$ cat config.mk
export PLATFORM = sky130hd
export DESIGN_NAME = digit_serial_addsub_flat
export DESIGN_NICKNAME = d
export VERILOG_FILES = /design/src/rtl/digit_serial_addsub_pkg.sv /design/src/rtl/digit_serial_addsub_if.sv /design/src/rtl/digit_serial_addsub_digit_adder.sv /design/src/rtl/digit_serial_addsub.sv /design/src/flat_wrapper.sv
export SDC_FILE = /design/constraint.sdc
export NUM_CORES = 1
export LEC_CHECK = 0
export CAP_MARGIN = 20
export CORE_AREA = 2 2 39 41
export CTS_CLUSTER_DIAMETER = 60
export DETAILED_ROUTE_END_ITERATION = 16
export DIE_AREA = 0 0 41 43
export GPL_TIMING_DRIVEN = 0
export PLACE_DENSITY_LB_ADDON = 0.25
export SYNTH_ARGS = -nofsm -noshare
export SYNTH_HDL_FRONTEND = slang
export SYNTH_SLANG_ARGS = --single-unit
$ cat constraint.sdc
create_clock -name clk -period 4.9 [get_ports clk]
set_clock_uncertainty 0.2 [all_clocks]
set_input_delay 0.98 -clock clk [delete_from_list [all_inputs] [get_ports clk]]
set_output_delay 0.98 -clock clk [all_outputs]
set_load 0.01 [all_outputs]
$ cat src/rtl/digit_serial_addsub_pkg.sv
// Shared types and helpers for the digit-serial add/subtract datapath.
package serial_arith_pkg;

    typedef enum logic {
        IDLE = 1'b0,
        RUN  = 1'b1
    } sa_state_t;

    // Digit counter width; stays at least one bit even for degenerate digit counts.
    function automatic int cnt_width(input int n);
        if (n <= 2) begin
            return 1;
        end else begin
            return $clog2(n);
        end
    endfunction

endpackage

$ cat src/rtl/digit_serial_addsub_if.sv
// Digit handshake bundle between the operand shifter, the adder and the result collector.
interface digit_serial_addsub_if #(
    parameter int DIGIT_W = 4
);
    logic               start;
    logic               sub;
    logic               in_valid;
    logic [DIGIT_W-1:0] a;
    logic [DIGIT_W-1:0] b;
    logic [DIGIT_W-1:0] sum;
    logic               sum_valid;
    logic               carry;
    logic               busy;
    logic               done;
    logic               ovf;

    modport master (
        output start, sub, in_valid, a, b,
        input  sum, sum_valid, carry, busy, done, ovf
    );

    modport slave (
        input  start, sub, in_valid, a, b,
        output sum, sum_valid, carry, busy, done, ovf
    );
endinterface

$ cat src/rtl/digit_serial_addsub_digit_adder.sv
// One-digit adder; cin_msb is the carry into the top bit, used for signed overflow.
module digit_adder #(
    parameter int DIGIT_W = 4
) (
    input  logic [DIGIT_W-1:0] a,
    input  logic [DIGIT_W-1:0] b,
    input  logic               cin,
    output logic [DIGIT_W-1:0] sum,
    output logic               cout,
    output logic               cin_msb
);

    logic [DIGIT_W:0] full_s;

    // Widen before adding so the carry-out is never truncated.
    always_comb begin
        full_s  = {1'b0, a} + {1'b0, b} + {{DIGIT_W{1'b0}}, cin};
        sum     = full_s[DIGIT_W-1:0];
        cout    = full_s[DIGIT_W];
        cin_msb = a[DIGIT_W-1] ^ b[DIGIT_W-1] ^ full_s[DIGIT_W-1];
    end

endmodule

$ cat src/rtl/digit_serial_addsub.sv
// Digit-serial two's-complement adder/subtractor, LS digit first, running carry in a register.
module digit_serial_addsub
    import serial_arith_pkg::*;
#(
    parameter int DIGIT_W    = 4,
    parameter int NUM_DIGITS = 4
) (
    input  logic                  clk,
    input  logic                  aresetn,
    digit_serial_addsub_if.slave  bus
);

    localparam int              CNT_W    = cnt_width(NUM_DIGITS);
    localparam logic [CNT_W-1:0] LAST_CNT = CNT_W'(NUM_DIGITS - 1);
    localparam logic [CNT_W-1:0] CNT_ONE  = CNT_W'(1);

    sa_state_t        state_q, state_d;
    logic [CNT_W-1:0] cnt_q, cnt_d;
    logic             mode_q, mode_d;
    logic             carry_q, carry_d;
    logic             ovf_q, ovf_d;
    logic             done_q, done_d;

    logic [DIGIT_W-1:0] bx_s;
    logic [DIGIT_W-1:0] sum_s;
    logic               cout_s;
    logic               cin_msb_s;

    // Subtraction is a + ~b + 1, the +1 coming from carry preset at start.
    assign bx_s = mode_q ? ~bus.b : bus.b;

    digit_adder #(
        .DIGIT_W (DIGIT_W)
    ) u_digit_adder (
        .a       (bus.a),
        .b       (bx_s),
        .cin     (carry_q),
        .sum     (sum_s),
        .cout    (cout_s),
        .cin_msb (cin_msb_s)
    );

    // Next-state and register updates for the operation sequencer.
    always_comb begin
        state_d = state_q;
        cnt_d   = cnt_q;
        mode_d  = mode_q;
        carry_d = carry_q;
        ovf_d   = ovf_q;
        done_d  = 1'b0;
        case (state_q)
            IDLE: begin
                if (bus.start) begin
                    state_d = RUN;
                    mode_d  = bus.sub;
                    carry_d = bus.sub;
                    cnt_d   = {CNT_W{1'b0}};
                    ovf_d   = 1'b0;
                end else begin
                    state_d = IDLE;
                end
            end
            RUN: begin
                if (bus.in_valid) begin
                    carry_d = cout_s;
                    if (cnt_q == LAST_CNT) begin
                        state_d = IDLE;
                        done_d  = 1'b1;
                        ovf_d   = cin_msb_s ^ cout_s;
                    end else begin
                        cnt_d = cnt_q + CNT_ONE;
                    end
                end else begin
                    state_d = RUN;
                end
            end
            default: begin
                state_d = IDLE;
            end
        endcase
    end

    // State registers, cleared asynchronously so an aborted operation leaves no trace.
    always_ff @(posedge clk or negedge aresetn) begin
        if (!aresetn) begin
            state_q <= IDLE;
            cnt_q   <= {CNT_W{1'b0}};
            mode_q  <= 1'b0;
            carry_q <= 1'b0;
            ovf_q   <= 1'b0;
            done_q  <= 1'b0;
        end else begin
            state_q <= state_d;
            cnt_q   <= cnt_d;
            mode_q  <= mode_d;
            carry_q <= carry_d;
            ovf_q   <= ovf_d;
            done_q  <= done_d;
        end
    end

    assign bus.sum       = sum_s;
    assign bus.busy      = (state_q == RUN);
    assign bus.sum_valid = (state_q == RUN) & bus.in_valid;
    assign bus.carry     = carry_q;
    assign bus.done      = done_q;
    assign bus.ovf       = ovf_q;

endmodule

$ cat src/flat_wrapper.sv
// flat-port wrapper written by rule: the top's interface ports become plain ports
module digit_serial_addsub_flat import serial_arith_pkg::*;
#(
    parameter int DIGIT_W    = 4,
    parameter int NUM_DIGITS = 4
)
  (clk, aresetn, bus_start, bus_sub, bus_in_valid, bus_a, bus_b, bus_sum, bus_sum_valid, bus_carry, bus_busy, bus_done, bus_ovf);
  digit_serial_addsub_if #(.DIGIT_W(DIGIT_W)) bus_i ();
  input  logic clk;
  input  logic aresetn;
  input wire logic [$bits(bus_i.start)-1:0] bus_start;
  input wire logic [$bits(bus_i.sub)-1:0] bus_sub;
  input wire logic [$bits(bus_i.in_valid)-1:0] bus_in_valid;
  input wire logic [$bits(bus_i.a)-1:0] bus_a;
  input wire logic [$bits(bus_i.b)-1:0] bus_b;
  output wire logic [$bits(bus_i.sum)-1:0] bus_sum;
  output wire logic [$bits(bus_i.sum_valid)-1:0] bus_sum_valid;
  output wire logic [$bits(bus_i.carry)-1:0] bus_carry;
  output wire logic [$bits(bus_i.busy)-1:0] bus_busy;
  output wire logic [$bits(bus_i.done)-1:0] bus_done;
  output wire logic [$bits(bus_i.ovf)-1:0] bus_ovf;
  assign bus_i.start = bus_start;
  assign bus_i.sub = bus_sub;
  assign bus_i.in_valid = bus_in_valid;
  assign bus_i.a = bus_a;
  assign bus_i.b = bus_b;
  assign bus_sum = bus_i.sum;
  assign bus_sum_valid = bus_i.sum_valid;
  assign bus_carry = bus_i.carry;
  assign bus_busy = bus_i.busy;
  assign bus_done = bus_i.done;
  assign bus_ovf = bus_i.ovf;
  digit_serial_addsub #(.DIGIT_W(DIGIT_W), .NUM_DIGITS(NUM_DIGITS)) u_core (.clk(clk), .aresetn(aresetn), .bus(bus_i));
endmodule
# Yosys cells after proc, flatten, opt, wreduce, memory -nomap -nowiden
# Index checks and enable logic that the tools add are counted.
op_classes:
  add_sub_neg: 3
  n_reduce_logical: 4
  n_eq_ne: 5
  bitwise_logic: 6
  mux: 19
op_table:
  columns: ["op", "count"]
  rows:
  - ["$mux 1", 11]
  - ["$ne 2x2->1 const B", 4]
  - ["$mux 2", 3]
  - ["$pmux 1 s2", 3]
  - ["$reduce_and 3->1", 2]
  - ["$add 4x4->5", 1]
  - ["$add 5x1->5", 1]
  - ["$mux 4", 1]
  - ["$not 4->4", 1]
  - ["$pmux 2 s2", 1]
  - ["$reduce_and 2->1", 2]
  - ["$xor 1x1->1", 3]
  - ["$add 2x1->2 const B", 1]
  - ["$eq 2x2->1 const B", 1]
  - ["$and 1x1->1", 1]
  - ["$not 1->1", 1]
totals:
  in_bits: 13
  output_inout_bits: 9
  ff_bits: 7
  wordCells: 43

# Longest topological paths before layout
depth:
  word_depth: 9
  depth_mapped: 8
  ltp_nobuf: 7

# Hierarchy
# From an unflattened synthesis, not the netlist that was laid out.
unflattened:
  hier_cells: 51
  hier_area_um2: 530.5
modules_own_cells:
  columns: ["mod", "instances", "cells_each", "area_each_um2", "seq_area_each_um2"]
  rows:
  - ["digit_serial_addsub", 1, 34, 389.1, 175.2]
  - ["digit_adder", 1, 17, 141.4, 0.0]

# Least setup slack after synthesis
# No wires, ideal clock.
synth_timing:
  kind: "input -> output"
  from: "input port bus_b[0]"
  to: "output port bus_sum[2]"
  stages: 4
  path_slack_ns: 1.573
  t_required_ns: 3.720
  n_path_buf: 0
  arrival_ns: 2.147
  path_cell_list: "xor2_1 > fa_1 > fa_1 > xor2_1"
synth_via:
  elab_chain_cells: 4
synth_lines:
  columns: ["element", "line", "source"]
  rows:
  - ["start, declared", "flat_wrapper.sv:15", "input wire logic [$bits(bus_i.b)-1:0] bus_b;"]
  - ["$not 4->4", "digit_serial_addsub.sv:30", "assign bx_s = mode_q ? ~bus.b : bus.b;"]
  - ["$mux 4 *", "digit_serial_addsub.sv:30", null]
  - ["$add 4x4->5 *", "digit_serial_addsub_digit_adder.sv:17", "full_s = {1'b0, a} + {1'b0, b} + {{DIGIT_W{1'b0}}, cin};"]
  - ["$add 5x1->5 *", "digit_serial_addsub_digit_adder.sv:17", null]
  - ["end, declared", "flat_wrapper.sv:16", "output wire logic [$bits(bus_i.sum)-1:0] bus_sum;"]
# Mark *: on every way between the ends. The rest lies on a longest branch, timed or not.

# Worst setup path in the final report
# Ends and elaborated chain as after synthesis.

==> results.cfg <==
[outcome]
status = completed

[global_route]
grt_pass1_wl_mm = 1.600
grt_pass1_vias = 400
track_usage_pct = 13.29
grt_max_degree = 10
antenna_found_initial = 0
grt-ovfl-total = 0

[routing]
ant_nets = 0
drc = 0
dr.pass1.iters = 2
viasPerCell = 4.741
routedWlPerCell_microns = 11.22
drt_iter0_drc = 2
via_count = 403
wl_microns = 954

[synthesis]
synth_area_leader_cell = dfrtp_1
ys_seq_area_share_pct = 36.36
synth_area_leaders = dfrtp_1 (36%), ha_1 (10%), xor2_1 (9.1%)
syn-instance-count = 44
synth_nets = 63
synth.top_cell.area_share_pct = 36.36
synth.distinct_cells = 20
synth_area_sq_um = 481.7
syn_area_per_cell_sq_um = 10.95
yosysWarnings = 0
ys_seq_elements = 7

[place]
port_buffers = 21
dpl_worst_slack_ns = 0.6269
routabilityCongestion = 0.7048

[sta]
final-hold-violation-count = 0
setup_viol = 0
grt_setup_unrepaired = false
slew_violations = 0
fin_ws_ns = 0.6493
period_share_pct = 86.75
worst_slew_pin_slew_ns = 0.3148
max_freq_mhz = 235.3
min_period_ns = 4.251
tns_ns = 0
holdWs_ns = 0.3283
slew_headroom_pct = 78.95

[clock_network]
htreeDepth = 1
clk_pin_slew_ns = 0.05
clock_sinks = 7
cts_tree = built
clockBufferDepth = 2
cts_resized = 0
clk_latency_ns = 0.24
cts_made_buffers = 3
ctsHoldBuffers = 0
cts-root-buf = clkbuf_4
cts_setup_buffers = 0

[setup_path]
r2r_cells = 8
critical_path.max_fanout = 2
r2r-start = u_core.mode_q$_DFFE_PN0P_
startpoint_type = input port
rr_endpoint = u_core.bus.ovf$_DFFE_PN0P_
r2r_slack_ns = 2.40
arrival_ns = 3.07
endpoint_kind = output port
crit_type = in -> out
cp.required_ns = 3.72

[die]
pin_count = 22
rows = 14
die_w_microns = 41
dieArea_sq_um = 1763
start_util_pct = 34.81
core_sq_um = 1384
die_h_microns = 43

[pwr]
power.leakage_nw = 0.3366
power.density_nw_per_um2 = 623.8
ir_drop_v = 0.0003747

[cells_and_area]
fillers = 141
n_antenna_cell = 0
nets = 89
drive_above_1_share_pct = 7.246
final_cell_mix = clkdlybuf4s50_1 (21), dfrtp_1 (7), xor2_1 (5)
areaGrowthSynthToFinish_pct = 53.25
final_common_cell = clkdlybuf4s50_1

[min_path]
hp-start = u_core.bus.ovf$_DFFE_PN0P_
min_path_cells = 2
min_path_type = reg -> reg
hold_end = u_core.bus.ovf$_DFFE_PN0P_

[job]
drv_cap = 0
cells by family (layout without fill, tap and decap cells):
family	Yosys count	in the layout	synth area share [%]
AO/OA/AOI/OAI	8	8	12.99
adder cells (fa/ha/maj)	6	6	18.70
multiplexers	2	2	4.416
XOR/XNOR	8	8	14.55
flip-flops	7	7	36.36
AND/OR/NAND/NOR	11	11	11.43
buffers and inverters	2	27	1.557
cells in the mapped netlist:
| master | number |
|---|---|
| dfrtp_1 | 7 |
| xor2_1 | 5 |
| ha_1 | 4 |
| nand2_1 | 4 |
| xnor2_1 | 3 |
| a21o_1 | 2 |
| a21oi_2 | 2 |
| a22o_1 | 2 |
| fa_1 | 2 |
| nand2b_1 | 2 |
| nor2_1 | 2 |
| and3_1 | 1 |
| clkbuf_1 | 1 |
| inv_1 | 1 |
| mux2_1 | 1 |
| mux2i_1 | 1 |
| nand3b_1 | 1 |
| nor2b_1 | 1 |
| o211ai_1 | 1 |
| o21ai_0 | 1 |
worst max-delay path by stage:
stage | end | cells past startpoint | from | slack [ns]
after floorplan | bus_sum[2] | 4 | bus_b[0] | 1.57
after global placement | bus_sum[2] | 6 | bus_b[0] | 0.64
after detailed placement | bus_sum[2] | 6 | bus_b[0] | 0.63
after CTS | bus_sum[2] | 6 | bus_b[0] | 0.62
after global routing | bus_sum[3] | 7 | bus_b[1] | 0.55
final | bus_sum[2] | 6 | bus_b[0] | 0.65
flip-flops by register name, indices dropped and copies added (netlist names):
signal and cells:
u_core.bus.busy 1, u_core.bus.carry 1, u_core.bus.done 1, u_core.bus.ovf 1
u_core.cnt_q 2, u_core.mode_q 1
power by group:
group | internal [mW] | total (mW) | switching (mW)
logic | 0.178 | 0.307 | 0.129
clock network | 0.0310 | 0.0503 | 0.0193
registers | 0.0828 | 0.103 | 0.0205
total | 0.292 | 0.460 | 0.169
through the flow:
| stage | instance area (sq um) | util (%) | cells | total power [mW] |
|---|---|---|---|---|
| finish | 738.2 | 53.35 | 85 | 0.4605 |
| global route | 738.2 | 53.35 | 85 | 0.5062 |
| CTS | 738.2 | 53.35 | 85 | 0.4710 |
| detailed placement | 711.9 | 51.45 | 81 | 0.4167 |
| global placement | 711.9 | 51.45 | 81 | 0.4069 |
| floorplan | 481.7 | - | 44 | 0.2848 |
critical path, stage by stage:
cell,delay (ns)
clkdlybuf4s50_1,0.41
xor2_1,0.15
fa_1,0.41
fa_1,0.42
xor2_1,0.15
clkdlybuf4s50_1,0.55
routing by layer:
metal | vias to the layer above | wire length, microns | global-route usage (%) | part of all wire [%]
met2 | 14 | 472 | 20.94 | 49
li1 | 206 | - | - | -
met1 | 183 | 385 | 15.61 | 40
met3 | 0 | 96 | 5.759 | 10
met4 | 0 | 0 | 4.000 | 0
met5 | - | 0 | 0 | 0
cell type report:
type | instances | area [sq um] | area share, %
sequential | 7 | 175.2 | 23.73
timing repair buffer | 21 | 210.2 | 28.47
multi-input combinational | 35 | 299.0 | 40.51
tap | 16 | 20.02 | 2.712
clock buffer | 4 | 26.28 | 3.559
inverter | 1 | 3.754 | 0.5085
buffer | 1 | 3.754 | 0.5085
Note: power is estimated with default switching activity, not from simulation.
